--- src/rtl/cache_fill_fsm.sv ---
`default_nettype none
// cache_fill_fsm: block-fill initiator for a pipelined memory port; also forwards write-through stores when idle.
// Revision 1.0 - initial release

module cache_fill_fsm #(
   parameter int ADDR_WIDTH  = 16,
   parameter int OFFSET_BITS = 3
) (
   input  logic                   clk,
   input  logic                   rst,
   input  logic                   miss_detected,
   input  logic [ADDR_WIDTH-1:0]  miss_address,
   input  logic                   store_req,
   input  logic [ADDR_WIDTH-1:0]  store_addr,
   input  logic [15:0]            store_data,
   input  logic                   memory_data_valid,
   input  logic [15:0]            memory_data,
   output logic                   fsm_busy,
   output logic                   store_accept,
   output logic                   mem_enable,
   output logic                   mem_wr,
   output logic [ADDR_WIDTH-1:0]  mem_address,
   output logic [15:0]            mem_data_in,
   output logic                   write_data_array,
   output logic [OFFSET_BITS-1:0] fill_word_offset,
   output logic [15:0]            fill_data,
   output logic                   write_tag_array,
   output logic [ADDR_WIDTH-1:0]  fill_base,
   output logic                   fill_done
);

   localparam int CW = OFFSET_BITS + 1;
   localparam logic [CW-1:0] WORDS = CW'(1 << OFFSET_BITS);
   localparam logic [CW-1:0] LAST  = CW'((1 << OFFSET_BITS) - 1);
   // Clears the word offset and the byte-within-word bit.
   localparam logic [ADDR_WIDTH-1:0] BLOCK_MASK = ~ADDR_WIDTH'((1 << CW) - 1);

   typedef enum logic [1:0] {
      IDLE = 2'd0,
      REQ  = 2'd1,
      WAIT = 2'd2
   } state_t;

   state_t                  state, state_next;
   logic [ADDR_WIDTH-1:0]   base_reg, base_next;
   logic [CW-1:0]           req_cnt, req_next;
   logic [CW-1:0]           rcv_cnt, rcv_next;

   always_ff @(posedge clk) begin
      if (rst) begin
         state    <= IDLE;
         base_reg <= '0;
         req_cnt  <= '0;
         rcv_cnt  <= '0;
      end else begin
         state    <= state_next;
         base_reg <= base_next;
         req_cnt  <= req_next;
         rcv_cnt  <= rcv_next;
      end
   end

   always_comb begin
      state_next       = state;
      base_next        = base_reg;
      req_next         = req_cnt;
      rcv_next         = rcv_cnt;
      mem_enable       = 1'b0;
      mem_wr           = 1'b0;
      mem_address      = '0;
      mem_data_in      = '0;
      store_accept     = 1'b0;
      write_data_array = 1'b0;
      fill_word_offset = '0;
      write_tag_array  = 1'b0;
      fill_done        = 1'b0;

      // Everything is held quiet while rst is asserted, including a mid-fill reset.
      if (!rst) begin
         case (state)
            IDLE: begin
               if (miss_detected) begin
                  base_next  = miss_address & BLOCK_MASK;
                  req_next   = '0;
                  rcv_next   = '0;
                  state_next = REQ;
               end else if (store_req) begin
                  mem_enable   = 1'b1;
                  mem_wr       = 1'b1;
                  mem_address  = store_addr;
                  mem_data_in  = store_data;
                  store_accept = 1'b1;
               end
            end
            REQ: begin
               mem_enable  = 1'b1;
               mem_address = base_reg | ADDR_WIDTH'({req_cnt[OFFSET_BITS-1:0], 1'b0});
               req_next    = req_cnt + 1'b1;
               if (req_cnt == LAST) begin
                  state_next = WAIT;
               end
            end
            WAIT: begin
            end
            default: state_next = IDLE;
         endcase

         // Responses come back in issue order, so the receive count is the word index.
         if ((state != IDLE) && memory_data_valid && (rcv_cnt < WORDS)) begin
            write_data_array = 1'b1;
            fill_word_offset = rcv_cnt[OFFSET_BITS-1:0];
            rcv_next         = rcv_cnt + 1'b1;
            if (rcv_cnt == LAST) begin
               write_tag_array = 1'b1;
               fill_done       = 1'b1;
               state_next      = IDLE;
            end
         end
      end
   end

   assign fsm_busy  = !rst && (state != IDLE);
   assign fill_data = rst ? '0 : memory_data;
   assign fill_base = rst ? '0 : base_reg;

endmodule

`default_nettype wire
--- config.mk ---
export PLATFORM = sky130hd
export DESIGN_NAME = cache_fill_fsm
export DESIGN_NICKNAME = d
export VERILOG_FILES = /design/src/rtl/cache_fill_fsm.sv
export SDC_FILE = /design/constraint.sdc
export NUM_CORES = 1
export LEC_CHECK = 0
export BUFFER_PORTS_ARGS = -buffer_cell sky130_fd_sc_hd__buf_2
export CORE_MARGIN = 3
export CORE_UTILIZATION = 37
export CTS_CLUSTER_SIZE = 40
export DETAILED_ROUTE_END_ITERATION = 10
export PLACE_DENSITY = 0.91
export REMOVE_ABC_BUFFERS = 1
export SLEW_MARGIN = 20
export SYNTH_ARGS = -nofsm -noshare
export SYNTH_HDL_FRONTEND = slang
export SYNTH_SLANG_ARGS = --single-unit
export TNS_END_PERCENT = 20
--- constraint.sdc ---
create_clock -name clk -period 1.7 [get_ports clk]
set_clock_uncertainty 0.2 [all_clocks]
set_input_delay 0.34 -clock clk [delete_from_list [all_inputs] [get_ports clk]]
set_output_delay 0.34 -clock clk [all_outputs]
set_load 0.02 [all_outputs]
=== Word-level counts from Yosys, hierarchy flattened ===
Cells that the tools add are included.

* Add/sub/neg operators: 2
* Magnitude comparators: 1
* Equal/unequal tests: 5
* Multiplexer cells: 32
* Bitwise logic cells: 1
* Reductions and logical operators: 12

{| class="wikitable"
|+ Operators with widths
! cell !! count
|-
| $mux 16 || 9
|-
| $pmux 16 s2 || 1
|-
| $or 16x4->16 || 1
|-
| $mux 4 || 3
|-
| $mux 1 || 10
|-
| $add 4x1->4 const B || 2
|-
| $eq 4x3->1 const B || 2
|-
| $mux 2 || 4
|-
| $pmux 4 s2 || 1
|-
| $reduce_bool 2->1 || 4
|-
| $mux 3 || 2
|-
| $pmux 2 s3 || 1
|-
| $reduce_and 2->1 || 3
|-
| $lt 4x4->1 const B || 1
|-
| $logic_and 1x1->1 || 3
|-
| $eq 2x1->1 const B || 1
|-
| $eq 2x2->1 const B || 1
|-
| $logic_not 2->1 || 1
|-
| $ne 2x2->1 const B || 1
|-
| $pmux 1 s2 || 1
|-
| $logic_not 1->1 || 1
|}

* Register bits: 22
* Bits of input ports: 69
* Output and inout port bits: 74
* Word-level logic and storage cells: 57

=== Logic depth before layout (Yosys ltp) ===
Gate-level depths: netlist (run 1).

* Depth in word-level cells: 5
* Gate-level depth with buffers: 6
* Mapped depth without buffers: 4

=== Least setup slack after synthesis (run 1) ===
Ideal clock, no wire load.

* Path type: input to output
* Start: input port rst
* End: output port write_tag_array
* Arrival: 1558 ps
* Required time: 1160 ps
* Setup slack: -398 ps
* Cell stages on the path: 4
* Path buffers: 3
* Cell sequence: buf_1 > clkbuf_1 > nor3_1 > buf_4

* Word-level cells in the longest chain between the ends: 1

{| class="wikitable"
|+ RTL lines
! item !! line !! RTL
|-
| start: declaration || 10 || <nowiki>input logic rst,</nowiki>
|-
| $mux 1 || - ||
|-
| end: declaration || 27 || <nowiki>output logic write_tag_array,</nowiki>
|}

No other way between the ends.

=== Worst setup path after layout (run 1) ===
* Start: register state[0]
* End: output port mem_data_in[3]

* Word-level cells in the longest chain between the ends: 3

{| class="wikitable"
|+ RTL lines
! item !! line !! RTL
|-
| start: declaration || 44 || <nowiki>state_t state, state_next;</nowiki>
|-
| start signal: assignment || 56 || <nowiki>state <= state_next;</nowiki>
|-
| $logic_not 2->1 || 80 || <nowiki>case (state)</nowiki>
|-
| $mux 16 || 80 ||
|-
| $mux 16 || 79 || <nowiki>if (!rst) begin</nowiki>
|-
| end: declaration || 23 || <nowiki>output logic [15:0] mem_data_in,</nowiki>
|}

No other way between the ends.

==> metrics.md, run 1 <==
| Metric | Value |
|---|---|
| Final slew viol count | `0` |
| Vias in the first global route | `1,978` |
| Main flop type after synthesis | `dfxtp_1` |
| Static Leak | `1.37 nW` |
| Tot GR Track Use | `0.211` |
| Antenna violations before repair | `0` |
| Post-DP HPWL | `a little under 4000 µm` |
| Post-Synth Adder-Cell Area | `0.0162` |
| Largest register FFs | `12` |
| Synth top area share | `0.286` |
| Syn_area_per_cell | `between 7 and 8 µm²` |
| Post-Synth Simple-Gate Area | `0.385` |
| Largest net degree at the start of global routing | `39` |
| Syn Inst Count | `200` |
| Setup repair after global routing missed its margin | `yes` |
| Pwr per Cell Area | `between 500 and 600 nW/µm²` |
| Starting Density | `0.403` |
| Seq/Total Area, Yosys | `0.286` |
| Yosys reg bits | `22` |
| DR iter-0 viols | `86` |
| Tot Pwr | `between 0.0015 and 0.002 W` |
| Horiz. Die Dim | `between 70 and 80 µm` |
| Htree depth | `1` |
| Hold-fix buffers, CTS | `0` |
| Ys async rst share | `0` |
| Worst skew pair latency | `between 0.2 and 0.3 ns` |
| Antenna Diode Count | `0` |
| Die area | `about 5000 µm²` |
| Layout Cell Area excl Fill | `~2700 µm²` |
| M1 WL | `just over 2000 µm` |
| Area delta synth->final | `75.6%` |
| Met2 wire len | `approximately 3000 µm` |
| Tmin final | `1.99 ns` |
| Synth Area in Compound Gates | `0.197` |
| Outcome | `complete, but fails checks` |
| Post-Route Setup TNS | `-11.71 ns` |
| DRT Wirelength | `approximately 5600 µm` |
| Num CTS Buffers | `3` |
| Final period utilization | `1.17` |
| Hold WC Path Type | `in -> reg` |
| CP startpoint kind | `flip-flop` |
| Gp weighted congestion | `around 0.78` |
| Clock Pin Slew Worst Setup and Hold Paths | `0.09 ns` |
| Synth warnings | `0` |
| Core Box Area | `3830 µm²` |
| Post-Synth XOR/XNOR Area | `0` |
| Synth area leaders | `dfxtp_1, nor2b_1, a22o_1` |
| DP Area | `2280 µm²` |
| Drt drc | `0` |
| Worst setup EP type | `output port` |
| VDD IR max | `roughly 0.37 mV` |
| ANT nets after route | `0` |
| Top Layer Used | `met4` |
| Sink Count | `22` |
| Multiplexer share of the synthesized area | `0.0146` |
| Chip Height | `70.5 µm` |
| Global-route wire length before repair | `~8700 µm` |
| Cell area after synthesis | `1540 µm²` |
| Max Cap Viol | `0` |
| Final hold vios | `0` |
| CTS tree | `built` |
| IO buf count | `between 100 and 150` |
| Total grt overflow | `0` |
| Worst EP arrival | `1.45 ns` |
| Vias per inst | `between 5 and 6` |
| Mean routed wirelength per cell | `approximately 14 µm` |
| DR WL met3 | `roughly 560 µm` |
| Yosys top cell by area | `dfxtp_1` |
| Setup violators final | `a little under 60` |
| Final Util | `0.707` |
| Post-synth EDFFs | `0` |
| Drt first pass iters | `4` |
| Final net count | `approximately 420` |
| Setup Crit Path Kind | `reg -> out` |
| Via count | `~2,000` |
| Main combinational cell family by area after synthesis | `simple AND/OR/NAND/NOR gates` |
| Share of post-route cells with drive strength above 1 | `0.532` |
| Post-route worst setup slack | `-0.295 ns` |
| Required @ worst endpoint | `1.16 ns` |
| Max Clock Freq | `approximately 500 MHz` |
| Failing checks | `setup timing` |
| CTS Root Cell | `clkbuf_8` |
| CP Max Fanout | `8` |
| Ports | `roughly 140` |
| Max clock buf depth | `2` |
| Post-synthesis cell type count | `40` |
| FP Rows | `22` |
[through the flow]
step | worst slack (ns) | hold WS (ns) | std cells
2_1_floorplan | -0.612 | 0.209 | 181
3_3_place_gp | -0.138 | 0.254 | 381
3_5_place_dp | -0.170 | 0.261 | 381
4_1_cts | -0.285 | 0.107 | 390
5_1_grt | -0.355 | 0.119 | 392
6_report | -0.295 | 0.107 | 392
[timing repair]
item / 4_1_cts / 5_1_grt
endpoints found under the setup margin: 43 / 60
gates cloned: 2 / 1
pin swaps: 8 / 7
setup buffers: 3 / 1
gates resized for setup: 67 / 20
[placed cells by master (no fill, tap or decap), drive strengths merged, types with 2 or more instances in the layout]
cell / netlist / layout
nor3b: 5 / 5
nor2b: 32 / 32
o21ai: 2 / 2
mux2: 2 / 2
clkbuf: 5 / 4
and2b: 1 / 2
buf: 17 / 157
and3: 2 / 2
dfxtp: 22 / 22
a22o: 14 / 14
a21oi: 18 / 18
and2: 17 / 17
nor2: 10 / 10
nor3: 2 / 2
ha: 2 / 2
nand2: 29 / 29
conb: 1 / 4
o211ai: 4 / 4
[cells by family (layout without fill, tap and decap cells)]
kind of cell | count (synthesis) | count (layout)
mux | 2 | 2
flops | 22 | 22
compound gates | 44 | 44
simple gates | 106 | 107
fa+ha+maj | 2 | 2
buf+inv | 23 | 163
other cells | 1 | 4
[cell usage after synthesis, types with 3 or more instances]
cell       n
nor2_1     9
nor3b_1    4
a21oi_1   18
a22o_1    14
and2_1    17
dfxtp_1   22
o211ai_1   4
nor2b_1   31
clkbuf_1   5
buf_4     11
buf_6      3
nand2_1   29
[path summary, 6_finish.rpt]
kind	startpoint	end	slack (ns)	depth (start not counted)
setup / recovery	state[0]$_SDFF_PP0_	mem_data_in[3]	-0.29	5
hold / removal	miss_address[15]	base_reg[15]$_SDFFE_PP0P_	0.11	3
setup reg to reg	state[1]$_SDFF_PP0_	rcv_cnt[3]$_SDFFE_PP0P_	-0.15	8
hold reg to reg	base_reg[4]$_SDFFE_PP0P_	base_reg[4]$_SDFFE_PP0P_	0.28	2
[cell type report]
cell class                      count  area (µm²)
Clock inverter                      1        30.0
Clock buffer                        3        41.3
Fill cell                         296        1120
Sequential cell                    22         447
Tap cell                           48        60.1
Timing Repair Buffer              158        1090
Inverter                            1        3.75
Multi-Input combinational cell    159        1030
[metal layers]
layer / vias up / track usage
met2: 119 / 0.409
li1: 963 / -
met1: 884 / 0.235
met4: 0 / 0.0501
met3: 7 / 0.0440
met5: - / 0
[worst max-delay path, cell delays in order, from the launching register on]
cell       delay (ns)
dfxtp_4          0.37
nor2_4           0.11
and3_4           0.26
clkbuf_16        0.17
and2_1           0.15
buf_6            0.12
[power by group]
part,total [W],switching [W],internal (W),leakage [nW]
sequential,0.000559,0.0000204,0.000538,0.181
combinational,0.000458,0.000241,0.000217,1.16
clock,0.000498,0.000183,0.000315,0.0357
Power figures use the tool's default switching activity.
==> run 2: changes to the inputs <==
--- a/config.mk
+++ b/config.mk
@@ -5,12 +5,13 @@
 export SDC_FILE = /design/constraint.sdc
 export NUM_CORES = 1
 export LEC_CHECK = 0
+export ABC_AREA = 1
 export BUFFER_PORTS_ARGS = -buffer_cell sky130_fd_sc_hd__buf_2
 export CORE_MARGIN = 3
-export CORE_UTILIZATION = 37
+export CORE_UTILIZATION = 38
 export CTS_CLUSTER_SIZE = 40
 export DETAILED_ROUTE_END_ITERATION = 10
-export PLACE_DENSITY = 0.91
+export PLACE_DENSITY = 0.92
 export REMOVE_ABC_BUFFERS = 1
 export SLEW_MARGIN = 20
 export SYNTH_ARGS = -nofsm -noshare
==> constraint.sdc (replaced) <==
create_clock -name clk -period 1.7 [get_ports clk]
set_clock_uncertainty 0.2 [all_clocks]
set_input_delay 0.17 -clock clk [delete_from_list [all_inputs] [get_ports clk]]
set_output_delay 0.17 -clock clk [all_outputs]
set_load 0.02 [all_outputs]
==> run 2 against run 1 <==
Net effect:
- the flow still finishes with violations (setup timing)
- register-to-register slack improved by 0.27 ns
- sequential power rose by 2%
- global-route usage shrank 0.60 points
- critical path depth increased by 2
- wire length rose by 3.9%
- power rose by 4.9%
- synthesized cell count grew 46%
- highest routed layer unchanged
==> metrics.md, run 2 <==
| Metric | Value |
|---|---|
| Delay-heaviest family, CP | `simple AND/OR/NAND/NOR gates` |
| CTS Root Cell | `clkbuf_8` |
| Core Box Area | `4060 µm²` |
| Area of the multi-input gates | `approximately 980 µm²` |
| Final hold vios | `0` |
| Syn Inst Count | `291` |
| Yosys reg bits | `22` |
| Required @ worst endpoint | `between 1 and 1.5 ns` |
| Psw | `0.000511 W` |
| Yosys top cell by area | `dfxtp_1` |
| Min Hold Slack | `0.0158 ns` |
| Setup Crit Path Kind | `reg -> out` |
| Synth top area share | `0.271` |
| Multiplexer share of the synthesized area | `0` |
| Antenna Diode Count | `0` |
| Starting Density | `0.400` |
| Share of post-route cells with drive strength above 1 | `0.441` |
| Global-route wire length before repair | `around 8600 µm` |
| Post-synthesis cell type count | `21` |
| CTS tree | `built` |
| Post-synth top cells | `nor2_1, inv_1, nand2_1, dfxtp_1, a21oi_1` |
| Final net count | `around 510` |
| R2R depth | `5` |
| FP Rows | `23` |
| Worst path bufs/invs | `3` |
| Gp weighted congestion | `0.772` |
| Sequential power share | `0.359` |
| Via count | `around 2,200` |
| Chip Height | `roughly 71 µm` |
| Antenna violations before repair | `0` |
| Horiz. Die Dim | `71.4 µm` |
| Worst path cell trace | `inv_4 > nand2_4 > nor2_4 > buf_12 > nand2_8 > nor2_2 > buf_4` |
| Area delta synth->final | `72.1%` |
| CP startpoint kind | `flip-flop` |
| Mean routed wirelength per cell | `around 12 µm` |
| Post-Synth Adder-Cell Area | `0.0154` |
| Max clock buf depth | `2` |
| Sink Count | `22` |
| Tmin final | `1.82 ns` |
| VDD IR max | `~0.34 mV` |
| Reg-to-reg setup timing slack | `~0.12 ns` |
| Outcome | `complete, but fails checks` |
| Vias in the first global route | `about 2,000` |
| Worst flop-to-flop path startpoint | `state[1]$_SDFF_PP0_` |
| Failing checks | `setup timing` |
| Pwr per Cell Area | `~570 nW/µm²` |
| Drt drc | `0` |
| HP Start | `miss_address[7]` |
| Cell with the most instances after synthesis | `nor2_1` |
| Ys async rst share | `0` |
| DR iter-0 viols | `slightly above 100` |
| DP Area | `about 2300 µm²` |
| Final Util | `0.689` |
| Placed Cells | `about 470` |
| CP max stage cell | `dfxtp_4` |
| Largest net degree at the start of global routing | `28` |
| Max Cap Viol | `0` |
| IO buf count | `134` |
| Most common cell after layout, fill and taps aside | `buf_2` |
| Synth Area in Compound Gates | `0.114` |
| Post-DP HPWL | `roughly 4100 µm` |
| Logic pwr share | `0.330` |
| Vias per inst | `about 4.6` |
| Cell area after synthesis | `roughly 1600 µm²` |
| Terminus of the critical flop-to-flop path | `base_reg[9]$_SDFFE_PP0P_` |
| Setup repair after global routing missed its margin | `yes` |
| Num CTS Buffers | `3` |
| Tot Pwr | `0.00159 W` |
| Syn_area_per_cell | `5.58 µm²` |
| CP Max Fanout | `13` |
| Fill cell count | `356` |
| Max Clock Freq | `about 550 MHz` |
| Ports | `~140` |
| Total grt overflow | `0` |
| Post-Synth Simple-Gate Area | `0.386` |
| Clock Pin Slew Worst Setup and Hold Paths | `approximately 0.09 ns` |
| WHS Endpoint | `base_reg[7]$_SDFFE_PP0P_` |
| Static Leak | `between 1.5 and 2 nW` |
| Post-synth EDFFs | `0` |
| Main flop type after synthesis | `dfxtp_1` |
| Die area | `between 5000 and 6000 µm²` |
| Largest register FFs | `12` |
| Worst EP arrival | `approximately 1.5 ns` |
| Seq/Total Area, Yosys | `0.271` |
| Main combinational cell family by area after synthesis | `simple AND/OR/NAND/NOR gates` |
| Cell internal pwr | `about 0.0011 W` |
| CP Depth | `7` |
| Final slew viol count | `0` |
| Net Sw Frac | `0.322` |
| Layout Cell Area excl Fill | `2800 µm²` |
| Final period utilization | `1.07` |
| Drt first pass iters | `4` |
| Clock share of power | `0.310` |
| Hold WC Path Type | `in -> reg` |
| Synth area leaders | `dfxtp_1, nor2_1, inv_1` |
| Fin cells | `485` |
| Worst skew pair latency | `0.26 ns` |
| Worst setup EP type | `output port` |
| Setup violators final | `35` |
| DRT Wirelength | `5860 µm` |
| Tot GR Track Use | `0.205` |
| Htree depth | `1` |
| ANT nets after route | `0` |
| Synth warnings | `0` |
| Worst Hold Depth | `3` |
| Post-route worst setup slack | `-0.116 ns` |
| Storage element area | `~450 µm²` |
| Commonest non-fill, non-tap cells in the layout | `buf_2, nor2_1, inv_1, nand2_1, buf_4` |
| Post-Synth XOR/XNOR Area | `0` |
| Max incr delay on CP | `roughly 0.37 ns` |
-- run 2: cell types whose count changed after synthesis, sizes merged, moves of 3 or more --
cell,before,now
o21ai,2,16
a21oi,18,21
a22o,14,0
and2,17,0
nor2,10,90
nor3b,5,0
nand3,1,4
o211ai,4,0
nor2b,32,0
nand2,29,55
inv,1,59
-- run 2: cell type report --
| cell class | instances | share of cell area |
|---|---|---|
| clock buffers | 3 | 0.0148 |
| clock inverters | 1 | 0.0107 |
| inverters | 59 | 0.0810 |
| multi-input cells | 195 | 0.350 |
| flip-flops and latches | 22 | 0.161 |
| well taps | 50 | 0.0224 |
| repair buffers | 155 | 0.361 |
-- run 2: power by group through the flow --
| stage | registers, W | clock network, W | logic [W] |
|---|---|---|---|
| 2_1_floorplan | 0.000577 | 0 | 0.000240 |
| 3_3_place_gp | 0.000581 | 0 | 0.000436 |
| 4_1_cts | 0.000572 | 0.000498 | 0.000481 |
| 3_5_place_dp | 0.000583 | 0 | 0.000445 |
| 6_report | 0.000571 | 0.000493 | 0.000525 |
| 5_1_grt | 0.000575 | 0.000517 | 0.000573 |
-- run 2: cells by family (layout without fill, tap and decap cells) --
group,Yosys count,count (layout)
other cells,1,4
fa+ha+maj,2,2
compound gates,37,37
buf+inv,78,218
flops,22,22
simple gates,151,152
-- run 2: metal layers --
metal	GRT usage	up-vias	share of wire
li1	-	1129	-
met1	0.223	970	0.37
met2	0.386	98	0.52
met3	0.0421	16	0.086
met4	0.0793	0	0.023
met5	0	-	0
-- run 2: through the flow --
stage	setup WS, ns	TNS, ns
after CTS	-0.0898	-2.40
after floorplan	-0.0136	-0.204
after global routing	-0.189	-5.34
after global placement	0.164	0
final	-0.116	-2.67
after detailed placement	0.0954	0
-- run 2: worst max-delay path by stage --
stage                              startpoint              end  slack, ns
final                     state[0]$_SDFF_PP0_  mem_data_in[15]      -0.12
after floorplan           state[0]$_SDFF_PP0_  mem_address[10]      -0.01
after global routing      state[0]$_SDFF_PP0_   mem_data_in[0]      -0.19
after global placement    state[1]$_SDFF_PP0_   mem_data_in[6]       0.16
after detailed placement  state[0]$_SDFF_PP0_  mem_data_in[15]        0.1
after CTS                 state[0]$_SDFF_PP0_   mem_data_in[2]      -0.09
-- run 2: worst reg2reg max path, delay by kind of cell (launching register included) --
| kind | cells | cell delay, ns |
|---|---|---|
| and+or+nand+nor | 4 | 0.66 |
| buffers and inverters | 1 | 0.27 |
| DFF | 1 | 0.37 |
-- run 2: timing repair --
item | in CTS | in global routing
gates resized for setup | 31 | 52
hold endpoints to repair | 11 | 0
pin swaps | 0 | 3
setup buffers | 0 | 1
setup endpoints to repair | 38 | 40
cloned | 0 | 1
hold buffers | 11 | 0
